## config.mk

```make
export PLATFORM = sky130hd
export DESIGN_NAME = pulse_pattern_receiver
export DESIGN_NICKNAME = d
export VERILOG_FILES = /design/src/rtl/pulse_rx_pkg.sv /design/src/rtl/pulse_rx_sync.sv /design/src/rtl/pulse_pattern_receiver.sv
export SDC_FILE = /design/constraint.sdc
export NUM_CORES = 1
export LEC_CHECK = 0
export BUFFER_PORTS_ARGS = -buffer_cell sky130_fd_sc_hd__buf_2
export CORE_MARGIN = 1.5
export CORE_UTILIZATION = 50
export CTS_BUF_LIST = sky130_fd_sc_hd__clkbuf_16
export DETAILED_ROUTE_END_ITERATION = 12
export GPL_ROUTABILITY_DRIVEN = 0
export PLACE_DENSITY = 0.88
export SKIP_LAST_GASP = 1
export SLEW_MARGIN = 20
export SYNTH_ARGS = -nofsm -noshare
export SYNTH_HDL_FRONTEND = slang
export SYNTH_SLANG_ARGS = --single-unit
```

## constraint.sdc

```tcl
create_clock -name clk -period 5.2 [get_ports clk]
set_clock_uncertainty 0.1 [all_clocks]
set_input_delay 0.78 -clock clk [delete_from_list [all_inputs] [get_ports clk]]
set_output_delay 0.78 -clock clk [all_outputs]
set_load 0.02 [all_outputs]
```

## src/rtl/pulse_rx_pkg.sv

```systemverilog
// Shared types and constants for the serial pattern receiver and its matching generator.
package pulse_rx_pkg;

   localparam int PULSE_WIDTH_DEFAULT = 8;
   localparam int PULSE_T2_DEFAULT    = 9;

   typedef enum logic [1:0] {
      IDLE  = 2'd0,
      START = 2'd1,
      DATA  = 2'd2,
      STOP  = 2'd3
   } rx_state_e;

   // Mid-bit sample position inside a bit time of t2 cycles (floor).
   function automatic int sample_point(input int t2);
      return t2 / 2;
   endfunction

endpackage

```

## src/rtl/pulse_rx_sync.sv

```systemverilog
// Two-flop synchronizer for the serial line plus a registered rising-edge detector.
module pulse_rx_sync
   import pulse_rx_pkg::*;
(
   input  logic clk_i,
   input  logic rst_ni,
   input  logic serial_i,
   output logic s_o,
   output logic rise_o
);

   logic meta_q;
   logic s_q;
   logic s_dly_q;
   logic rise_q;

   // Synchronizer chain and edge detect on the synchronized value.
   always_ff @(posedge clk_i or negedge rst_ni) begin
      if (!rst_ni) begin
         meta_q  <= 1'b0;
         s_q     <= 1'b0;
         s_dly_q <= 1'b0;
         rise_q  <= 1'b0;
      end else begin
         meta_q  <= serial_i;
         s_q     <= meta_q;
         s_dly_q <= s_q;
         rise_q  <= s_q & ~s_dly_q;
      end
   end

   assign s_o    = s_q;
   assign rise_o = rise_q;

endmodule

```

## src/rtl/pulse_pattern_receiver.sv

```systemverilog
// Serial pattern receiver: start bit, WIDTH data bits MSB first, low stop bit.
// Optional start-to-start period measurement is enabled by defining PULSE_RX_PERIOD_MEAS_EN.
module pulse_pattern_receiver
   import pulse_rx_pkg::*;
#(
   parameter int WIDTH = PULSE_WIDTH_DEFAULT,
   parameter int T2    = PULSE_T2_DEFAULT,
   parameter int CNT_W = 32
) (
   input  logic             clk,
   input  logic             reset_n,
   input  logic             signal_in,
   output logic [WIDTH-1:0] data_out,
   output logic             data_valid,
   output logic             frame_err,
   output logic             busy,
   output logic [CNT_W-1:0] period_out,
   output logic             period_valid
);

   localparam int CW = $clog2(T2);
   localparam int BW = $clog2(WIDTH + 1);
   localparam logic [CW-1:0] SAMPLE_PT = CW'(sample_point(T2));
   localparam logic [CW-1:0] BIT_LAST  = CW'(T2 - 1);
   localparam logic [BW-1:0] IDX_LAST  = BW'(WIDTH - 1);

   rx_state_e        state_q, state_d;
   logic [CW-1:0]    cnt_q, cnt_d;
   logic [BW-1:0]    idx_q, idx_d;
   logic [WIDTH-1:0] shift_q, shift_d;
   logic [WIDTH-1:0] data_q, data_d;
   logic             dv_q, dv_d;
   logic             fe_q, fe_d;
   logic             busy_q;
   logic             s_s;
   logic             rise_s;
   logic             mid_s;

   pulse_rx_sync u_sync (
      .clk_i    (clk),
      .rst_ni   (reset_n),
      .serial_i (signal_in),
      .s_o      (s_s),
      .rise_o   (rise_s)
   );

   assign mid_s = (cnt_q == SAMPLE_PT);

   // Frame state, bit timing, shift register and output registers.
   always_ff @(posedge clk or negedge reset_n) begin
      if (!reset_n) begin
         state_q <= IDLE;
         cnt_q   <= {CW{1'b0}};
         idx_q   <= {BW{1'b0}};
         shift_q <= {WIDTH{1'b0}};
         data_q  <= {WIDTH{1'b0}};
         dv_q    <= 1'b0;
         fe_q    <= 1'b0;
         busy_q  <= 1'b0;
      end else begin
         state_q <= state_d;
         cnt_q   <= cnt_d;
         idx_q   <= idx_d;
         shift_q <= shift_d;
         data_q  <= data_d;
         dv_q    <= dv_d;
         fe_q    <= fe_d;
         busy_q  <= (state_d != IDLE);
      end
   end

   // Next-state logic; the bit counter free-runs modulo T2 while a frame is in progress.
   always_comb begin
      state_d = state_q;
      cnt_d   = cnt_q;
      idx_d   = idx_q;
      shift_d = shift_q;
      data_d  = data_q;
      dv_d    = 1'b0;
      fe_d    = 1'b0;

      if (state_q != IDLE) begin
         cnt_d = (cnt_q == BIT_LAST) ? {CW{1'b0}} : cnt_q + CW'(1);
      end else begin
         cnt_d = cnt_q;
      end

      case (state_q)
         IDLE: begin
            if (rise_s) begin
               state_d = START;
               cnt_d   = {CW{1'b0}};
               idx_d   = {BW{1'b0}};
            end else begin
               state_d = IDLE;
            end
         end
         START: begin
            if (mid_s) begin
               state_d = s_s ? DATA : IDLE;
            end else begin
               state_d = START;
            end
         end
         DATA: begin
            if (mid_s) begin
               shift_d = {shift_q[WIDTH-2:0], s_s};
               if (idx_q == IDX_LAST) begin
                  state_d = STOP;
               end else begin
                  idx_d = idx_q + BW'(1);
               end
            end else begin
               state_d = DATA;
            end
         end
         STOP: begin
            // Leaving at the stop midpoint lets a start edge half a bit later be caught.
            if (mid_s) begin
               state_d = IDLE;
               if (!s_s) begin
                  data_d = shift_q;
                  dv_d   = 1'b1;
               end else begin
                  fe_d   = 1'b1;
               end
            end else begin
               state_d = STOP;
            end
         end
         default: begin
            state_d = IDLE;
         end
      endcase
   end

   assign data_out   = data_q;
   assign data_valid = dv_q;
   assign frame_err  = fe_q;
   assign busy       = busy_q;

`ifdef PULSE_RX_PERIOD_MEAS_EN
   logic [CNT_W-1:0] per_cnt_q;
   logic [CNT_W-1:0] period_q;
   logic             first_q;
   logic             pv_q;
   logic             accept_s;

   assign accept_s = (state_q == IDLE) && rise_s;

   // Start-to-start period counter, saturating at all-ones.
   always_ff @(posedge clk or negedge reset_n) begin
      if (!reset_n) begin
         per_cnt_q <= {CNT_W{1'b0}};
         period_q  <= {CNT_W{1'b0}};
         first_q   <= 1'b0;
         pv_q      <= 1'b0;
      end else begin
         pv_q <= 1'b0;
         if (accept_s) begin
            if (first_q) begin
               period_q <= (per_cnt_q == {CNT_W{1'b1}}) ? per_cnt_q : per_cnt_q + CNT_W'(1);
               pv_q     <= 1'b1;
            end else begin
               period_q <= period_q;
            end
            per_cnt_q <= {CNT_W{1'b0}};
            first_q   <= 1'b1;
         end else if (per_cnt_q != {CNT_W{1'b1}}) begin
            per_cnt_q <= per_cnt_q + CNT_W'(1);
         end else begin
            per_cnt_q <= per_cnt_q;
         end
      end
   end

   assign period_out   = period_q;
   assign period_valid = pv_q;
`else
   assign period_out   = {CNT_W{1'b0}};
   assign period_valid = 1'b0;
`endif

endmodule

```

======== Word level (Yosys, flattened, before mapping) ========
Cells that the tools add are included.
word-level totals
  bits of input ports ..................... 3
  register bits ........................... 33
  logic and storage cells ................. 54
  output and inout bits ................... 44
operators by class
  muxes and demuxes ....................... 21
  equality and inequality tests ........... 9
  add/subtract/negate cells ............... 2
  bitwise operators ....................... 3
  reductions and logical operators ........ 7
operator list
  cell                 number
  $mux 4               7
  $mux 2               5
  $add 4x1->4 const B  2
  $eq 4x3->1 const B   2
  $pmux 2 s4           1
  $pmux 4 s2           1
  $mux 1               7
  $reduce_bool 2->1    3
  $eq 2x2->1 const B   2
  $eq 4x4->1 const B   1
  $ne 2x2->1 const B   2
  $reduce_and 4->1     1
  $reduce_and 3->1     1
  $eq 2x1->1 const B   1
  $logic_not 2->1      1
  $ne 2x1->1 const B   1
  $not 1->1            2
  $reduce_and 2->1     1
  $and 1x1->1          1

======== Depth between registers and ports, before layout ========
Gate-level depths: netlist of run 1.
  depth after elaboration ................. 5
  gate-level depth with buffers ........... 6
  mapped depth without buffers ............ 5

======== Cells and area by module ========
From an unflattened synthesis of run 1, not the netlist that was laid out.
second synthesis, totals
  cells, all modules ...................... 145
  area total of the unflattened synthesis .. 1700.4 um^2
modules (own cells, without submodules)
  module                  instances  sequential area each (um^2)  area each (um^2)  cells an instance
  pulse_pattern_receiver  1          725.7                        1586.5            140
  pulse_rx_sync           1          100.1                        113.9             5

======== Worst setup path after synthesis of run 1 ========
OpenSTA, ideal clock, no wires.
  path kind ............................... register -> register
  start ................................... reg cnt_q[0]
  end ..................................... reg data_q[0] (netlist: data_out[0])
  path buffers ............................ 1
  path slack .............................. 3.483 ns
  period minus slack after synthesis ...... 1.717 ns
  stages on the path, launching flop included .. 7
  setup time .............................. 0.125 ns
  required time ........................... 4.975 ns
  arrival ................................. 1.492 ns
  cells stage by stage .................... dfrtp_1 inv_1 ha_1 nand4b_1 nor3b_2 buf_4 mux2_2
on the way
  cells in the longest elaborated chain, start to end .. 2
RTL lines
  element                     RTL line                      text
  start, declared             pulse_pattern_receiver.sv:28  logic [CW-1:0] cnt_q, cnt_d;
  start signal, assigned      pulse_pattern_receiver.sv:53  cnt_q <= {CW{1'b0}};
  start signal, assigned      pulse_pattern_receiver.sv:62  cnt_q <= cnt_d;
  $eq 4x3->1                  pulse_pattern_receiver.sv:47  assign mid_s = (cnt_q == SAMPLE_PT);
  $reduce_and 3->1 (no line)  -
  end signal, assigned        pulse_pattern_receiver.sv:56  data_q <= {WIDTH{1'b0}};
  end signal, assigned        pulse_pattern_receiver.sv:65  data_q <= data_d;
  end, declared               pulse_pattern_receiver.sv:31  logic [WIDTH-1:0] data_q, data_d;
No other way between the ends.
A chain may end at the register's enable or synchronous reset.

======== Worst setup path after layout of run 1 ========
  start ................................... reg cnt_q[0]
  end ..................................... reg data_q[2] (netlist: data_out[2])
Same word-level chain as after synthesis.

==> flow_summary.ini, run 1 <==
[status]
status = finished clean

[sta]
rsz0062_at_grt = no
hold_viol = 0
setup_viol = 0
maxSlewHeadroom_pct = 52.8
worstMarginPinSlew_ns = 0.708
fmax_ghz = 0.458
period_needed_ns = 2.18
setup_ws_ns = 3.02
drv_slew = 0
period_share_pct = 42.0
tns_ns = 0

[placement]
post-place-ws_ns = 3.03
port_buffers = 13
dp_hpwl_mm = 1.79

[global_route]
grt_start_max_net_pins = 34
overflow = 0
grt_pass1_wl_mm = 4.13
grt_usage_pct = 15.7
grt_pass1_vias = 854
antenna_found_initial = 0

[logic_synthesis]
syn_area_mm2 = 0.00171
synth_top_area_share_pct = 48.3
synth-edff-count = 0
synthCells = 143
netlist_top_cells_area = dfrtp_1 48%, buf_4 15%, mux2_4 7.0%
ys.flop_type = dfrtp_1
synth_most_common_cell = buf_4
synth-seq-cells = 33
yosysUniqueCellTypes = 37
yosysSeqAreaShare_pct = 48.3
synth_commonest_cells = 34 x buf_4, 33 x dfrtp_1, 8 x mux2_4
synth_area_leader_cell = dfrtp_1
yosysWarningCount = 0
avgSynthCellArea_um2 = 12.0
async_flop_share_pct = 100

[detailed_routing]
firstDrtPassIters = 4
drt-initial-drc-count = 13
route.detailed.drc = 0
ant_nets = 0
routed_wl_mm = 2.57
wl_per_cell_um = 12.7
vias_per_cell = 4.82
vias = 978

[die]
ios = 47
die_w_um = 61.5
fp.dieH_um = 61.5
dieArea_mm2 = 0.00378
std_cell_rows = 21
core_area_mm2 = 0.00331
initial_core_util_pct = 51.7

[worst_setup_path]
crit_type = flop to flop
crit_required_ns = 5.25
endpoint_kind = flop
crit_chain = inv_1 > ha_1 > nand4b_1 > nor3b_2 > mux2_2
cp_max_fo = 9
cp_slowest_stage_delay_ns = 0.59
crit_arrival_ns = 2.24
critPathTopFamily = simple AND/OR/NAND/NOR gates
critPathSlowestCell = nor3b_2
cp-start-kind = flop
cp.buffers_inverters = 1

[clock_tree]
max-clock-path-buffers = 2
clock_latency_ns = 0.27
holdBufCountCts = 0
cts_setup_buffers = 0
numCtsBuffers = 5
cts.sinks = 33
path_clk_slew_ns = 0.05
cts-root-buf = clkbuf_16
ctsResizeCount = 0
cts_htree_levels = 2
cts_tree = yes

[finish]
diodes = 0
fin_nets = 163
fillers = 300
drive_gt1_share_pct = 24.8
syn_to_final_growth_pct = 5.49

[power]
ir_worst_vdd_mv = 0.315
p_per_area_mw_per_mm2 = 431
p_leak_nw = 0.934

[worst_hold_path]
hp-class = flop to flop

[flow_run]
max-cap-violations = 0
## state kept, by name, summed over array words and instances (netlist names)
| register | flops |
|---|---|
| u_sync.s_o | 1 |
| idx_q | 4 |
| busy | 1 |
| cnt_q | 4 |
| u_sync.s_dly_q | 1 |
| data_valid | 1 |
| data_out | 8 |
| shift_q | 8 |
| frame_err | 1 |
| state_q | 2 |
| u_sync.rise_o | 1 |
| u_sync.meta_q | 1 |
## metal layers
metal / up-vias / track usage (%) / share of wire, % / wire, µm
li1: 460 / - / - / -
met2: 36 / 22.9 / 48 / 1230
met1: 477 / 20.0 / 42 / 1090
met3: 5 / 7.77 / 7.9 / 204
met5: - / 0 / 0 / 0
met4: 0 / 6.38 / 1.8 / 46
## final timing paths
| check | start | end | slack (ns) | cells after the start |
|---|---|---|---|---|
| worst max-delay path | cnt_q[0]$_DFF_PN0_ | data_out[2]$_DFFE_PN0P_ | 3.02 | 5 |
| worst min-delay path | u_sync.meta_q$_DFF_PN0_ | u_sync.s_o$_DFF_PN0_ | 0.26 | 0 |
| worst max register to register | cnt_q[0]$_DFF_PN0_ | data_out[2]$_DFFE_PN0P_ | 3.02 | 5 |
| worst min register to register | u_sync.meta_q$_DFF_PN0_ | u_sync.s_o$_DFF_PN0_ | 0.26 | 0 |
| max in group asynchronous | reset_n | shift_q[6]$_DFFE_PN0P_ | 4.09 | 1 |
| min in group asynchronous | reset_n | cnt_q[2]$_DFF_PN0_ | 0.46 | 1 |
## area by class of cell
type | count | area (µm²) | area share (%)
Sequential cell | 33 | 826 | 45.8
Multi-Input combinational cell | 101 | 712 | 39.5
Clock buffer | 5 | 125 | 6.93
Timing Repair Buffer | 13 | 65.1 | 3.61
Tap cell | 46 | 57.6 | 3.19
Inverter | 3 | 11.3 | 0.624
Clock inverter | 2 | 7.51 | 0.416
## kinds of logic (layout without fill, tap and decap cells)
kind of cell,Yosys count,in the layout,synth area share [%]
compound gates,19,19,8.05
fa+ha+maj,3,3,2.19
buf+inv,41,23,17.1
flops,33,33,48.3
mux,17,17,12.9
other cells,1,33,0.219
simple gates,29,29,11.3
## stage by stage
stage	util [%]	area (µm²)	hold WS, ns	total power [mW]	std cells
final	54.5	1800	0.258	0.777	203
after global routing	54.5	1800	0.263	0.826	203
after CTS	54.5	1800	0.263	0.784	203
after detailed placement	50.5	1670	0.247	0.515	196
after global placement	50.5	1670	0.233	0.503	196
after floorplan	-	1830	0.231	0.496	175
## cells in the final DEF, fill, tap and decap left out, types with 2 or more instances in the layout
| cell type | Yosys | layout |
|---|---|---|
| conb_1 | 1 | 33 |
| dfrtp_1 | 33 | 33 |
| buf_2 | 3 | 13 |
| mux2_4 | 8 | 8 |
| mux2_2 | 7 | 7 |
| nand2_1 | 5 | 5 |
| clkbuf_16 | 0 | 5 |
| inv_1 | 3 | 4 |
| o21ai_0 | 4 | 4 |
| and3_1 | 4 | 4 |
| nor2_1 | 3 | 3 |
| nand3b_1 | 3 | 3 |
| nand4b_1 | 3 | 3 |
| ha_1 | 3 | 3 |
| o21bai_1 | 2 | 2 |
| o31ai_1 | 2 | 2 |
| nand2b_1 | 2 | 2 |
| nor2b_1 | 2 | 2 |
| a21oi_1 | 2 | 2 |
| a21bo_2 | 2 | 2 |
## power breakdown
part | switching (mW) | total (mW) | internal, mW
combinational | 0.0921 | 0.164 | 0.0720
clock | 0.0946 | 0.265 | 0.170
sequential | 0.0548 | 0.348 | 0.293
total | 0.242 | 0.777 | 0.536
Power figures use the tool's default switching activity.
==> run 2: changes to the inputs <==
--- a/config.mk
+++ b/config.mk
@@ -7,11 +7,11 @@
 export LEC_CHECK = 0
 export BUFFER_PORTS_ARGS = -buffer_cell sky130_fd_sc_hd__buf_2
 export CORE_MARGIN = 1.5
-export CORE_UTILIZATION = 50
+export CORE_UTILIZATION = 46
 export CTS_BUF_LIST = sky130_fd_sc_hd__clkbuf_16
 export DETAILED_ROUTE_END_ITERATION = 12
 export GPL_ROUTABILITY_DRIVEN = 0
-export PLACE_DENSITY = 0.88
+export PLACE_DENSITY = 0.85
 export SKIP_LAST_GASP = 1
 export SLEW_MARGIN = 20
 export SYNTH_ARGS = -nofsm -noshare
==> constraint.sdc (replaced) <==
create_clock -name clk -period 2 [get_ports clk]
set_clock_uncertainty 0.1 [all_clocks]
set_input_delay 0.3 -clock clk [delete_from_list [all_inputs] [get_ports clk]]
set_output_delay 0.3 -clock clk [all_outputs]
set_load 0.02 [all_outputs]
==> run 2 against run 1 <==
Critical path depth is 1 higher. Clock power rose to 2.7 times the previous value. Sequential power grew to 2.6 times the previous value. Sequential cell count is the same. Global-route usage fell by 1.1 points. Sequential share of layout area is 1.0 points lower. Maximum frequency rose by 17%. Critical endpoint is now data_out[5]$_DFFE_PN0P_.
==> flow_summary.ini, run 2 (synthesis gave the netlist of run 1 again) <==
[global_route]
grt_usage_pct = 14.6
overflow = 0
grt_pass1_wl_mm = 4.48
grt_start_max_net_pins = 34
grt_pass1_vias = 947
antenna_found_initial = 0

[clock_tree]
numCtsBuffers = 5
path_clk_slew_ns = 0.05
cts-root-buf = clkbuf_16
cts_htree_levels = 2
cts.sinks = 33
max-clock-path-buffers = 2
clock_latency_ns = 0.27
cts_tree = yes

[finish]
layout_common_cells = 33 x conb_1, 33 x dfrtp_1, 13 x buf_2
syn_to_final_growth_pct = 7.90
fin_nets = 167
drive_gt1_share_pct = 27.8
diodes = 0
final_util_pct = 53.6

[die]
ios = 47
std_cell_rows = 21
initial_core_util_pct = 49.7
dieArea_mm2 = 0.00409
die_w_um = 64.0
fp.dieH_um = 64.0
core_area_mm2 = 0.00344

[sta]
maxSlewHeadroom_pct = 53.2
drv_slew = 0
period_share_pct = 93.0
fmax_ghz = 0.538
tns_ns = 0
setup_viol = 0
period_needed_ns = 1.86
worstMarginPinSlew_ns = 0.701
hold_viol = 0
hold_ws_ns = 0.0436

[status]
status = finished clean

[worst_hold_path]
hp-start = signal_in
hp-class = primary input to flop

[detailed_routing]
routed_wl_mm = 2.64
drt-initial-drc-count = 22
ant_nets = 0
wl_per_cell_um = 12.7
firstDrtPassIters = 4
vias = 996
vias_per_cell = 4.79
route.detailed.drc = 0

[worst_setup_path]
crit_arrival_ns = 1.91
cp-start-kind = flop
worstSetupStartpoint = cnt_q[0]$_DFF_PN0_
crit_type = flop to flop
r2r_start = cnt_q[0]$_DFF_PN0_
cp_max_fo = 9
endpoint_kind = flop
crit_required_ns = 2.05

[flow_run]
max-cap-violations = 0

[placement]
dp_hpwl_mm = 1.71
port_buffers = 13

[power]
p_per_area_mw_per_mm2 = 1110
p_leak_nw = 0.957
ir_worst_vdd_mv = 0.632
run 2: final timing paths:
kind                                            to  slack [ns]  cells after the start
max                        data_out[5]$_DFFE_PN0P_        0.14                      6
min                        u_sync.meta_q$_DFF_PN0_        0.04                      1
max reg2reg                data_out[5]$_DFFE_PN0P_        0.14                      6
min reg2reg                   u_sync.s_o$_DFF_PN0_        0.26                      0
max in group asynchronous      frame_err$_DFF_PN0_        0.83                      2
min in group asynchronous   shift_q[6]$_DFFE_PN0P_        0.51                      2
run 2: where the power goes:
part           leakage [nW]  internal, mW  switching, mW
registers             0.436         0.762          0.143
logic                 0.446         0.201          0.239
clock network        0.0748         0.450          0.260
run 2: repair_timing:
| action | in CTS | in global routing |
|---|---|---|
| setup buffers | 0 | 2 |
| hold buffers | 1 | 0 |
| setup endpoints to repair | 0 | 8 |
| endpoints found under the hold margin | 26 | 0 |
| gates resized for setup | 0 | 1 |
run 2: cell type report:
class / instances / area (µm²)
fill: 300 / 1600
sequential: 33 / 826
multi-input combinational: 101 / 714
clock buffer: 5 / 125
timing repair buffer: 17 / 97.6
tap: 46 / 57.6
clock inverter: 3 / 13.8
inverter: 3 / 11.3
run 2: layer usage:
metal | track usage, % | routed length [µm] | vias up
met4 | 7.88 | 48 | 0
met1 | 17.7 | 1110 | 494
met3 | 4.40 | 137 | 4
met5 | 0 | 0 | -
met2 | 23.3 | 1340 | 36
li1 | - | - | 462
run 2: worst max-delay path, cell delays in order (launching register included):
cell      delay, ns
dfrtp_1        0.43
inv_1          0.08
ha_2           0.22
nand4b_1       0.16
nor3b_2        0.19
buf_4          0.20
mux2_2         0.36
run 2: stage by stage:
stage	instance area, µm²	power, mW	std cells	setup WS, ns
2_1_floorplan	1830	1.29	175	0.283
3_3_place_gp	1680	1.31	197	0.188
3_5_place_dp	1680	1.32	197	0.0855
4_1_cts	1830	2.05	206	0.0710
5_1_grt	1850	2.19	208	-0.0117
6_report	1850	2.06	208	0.140
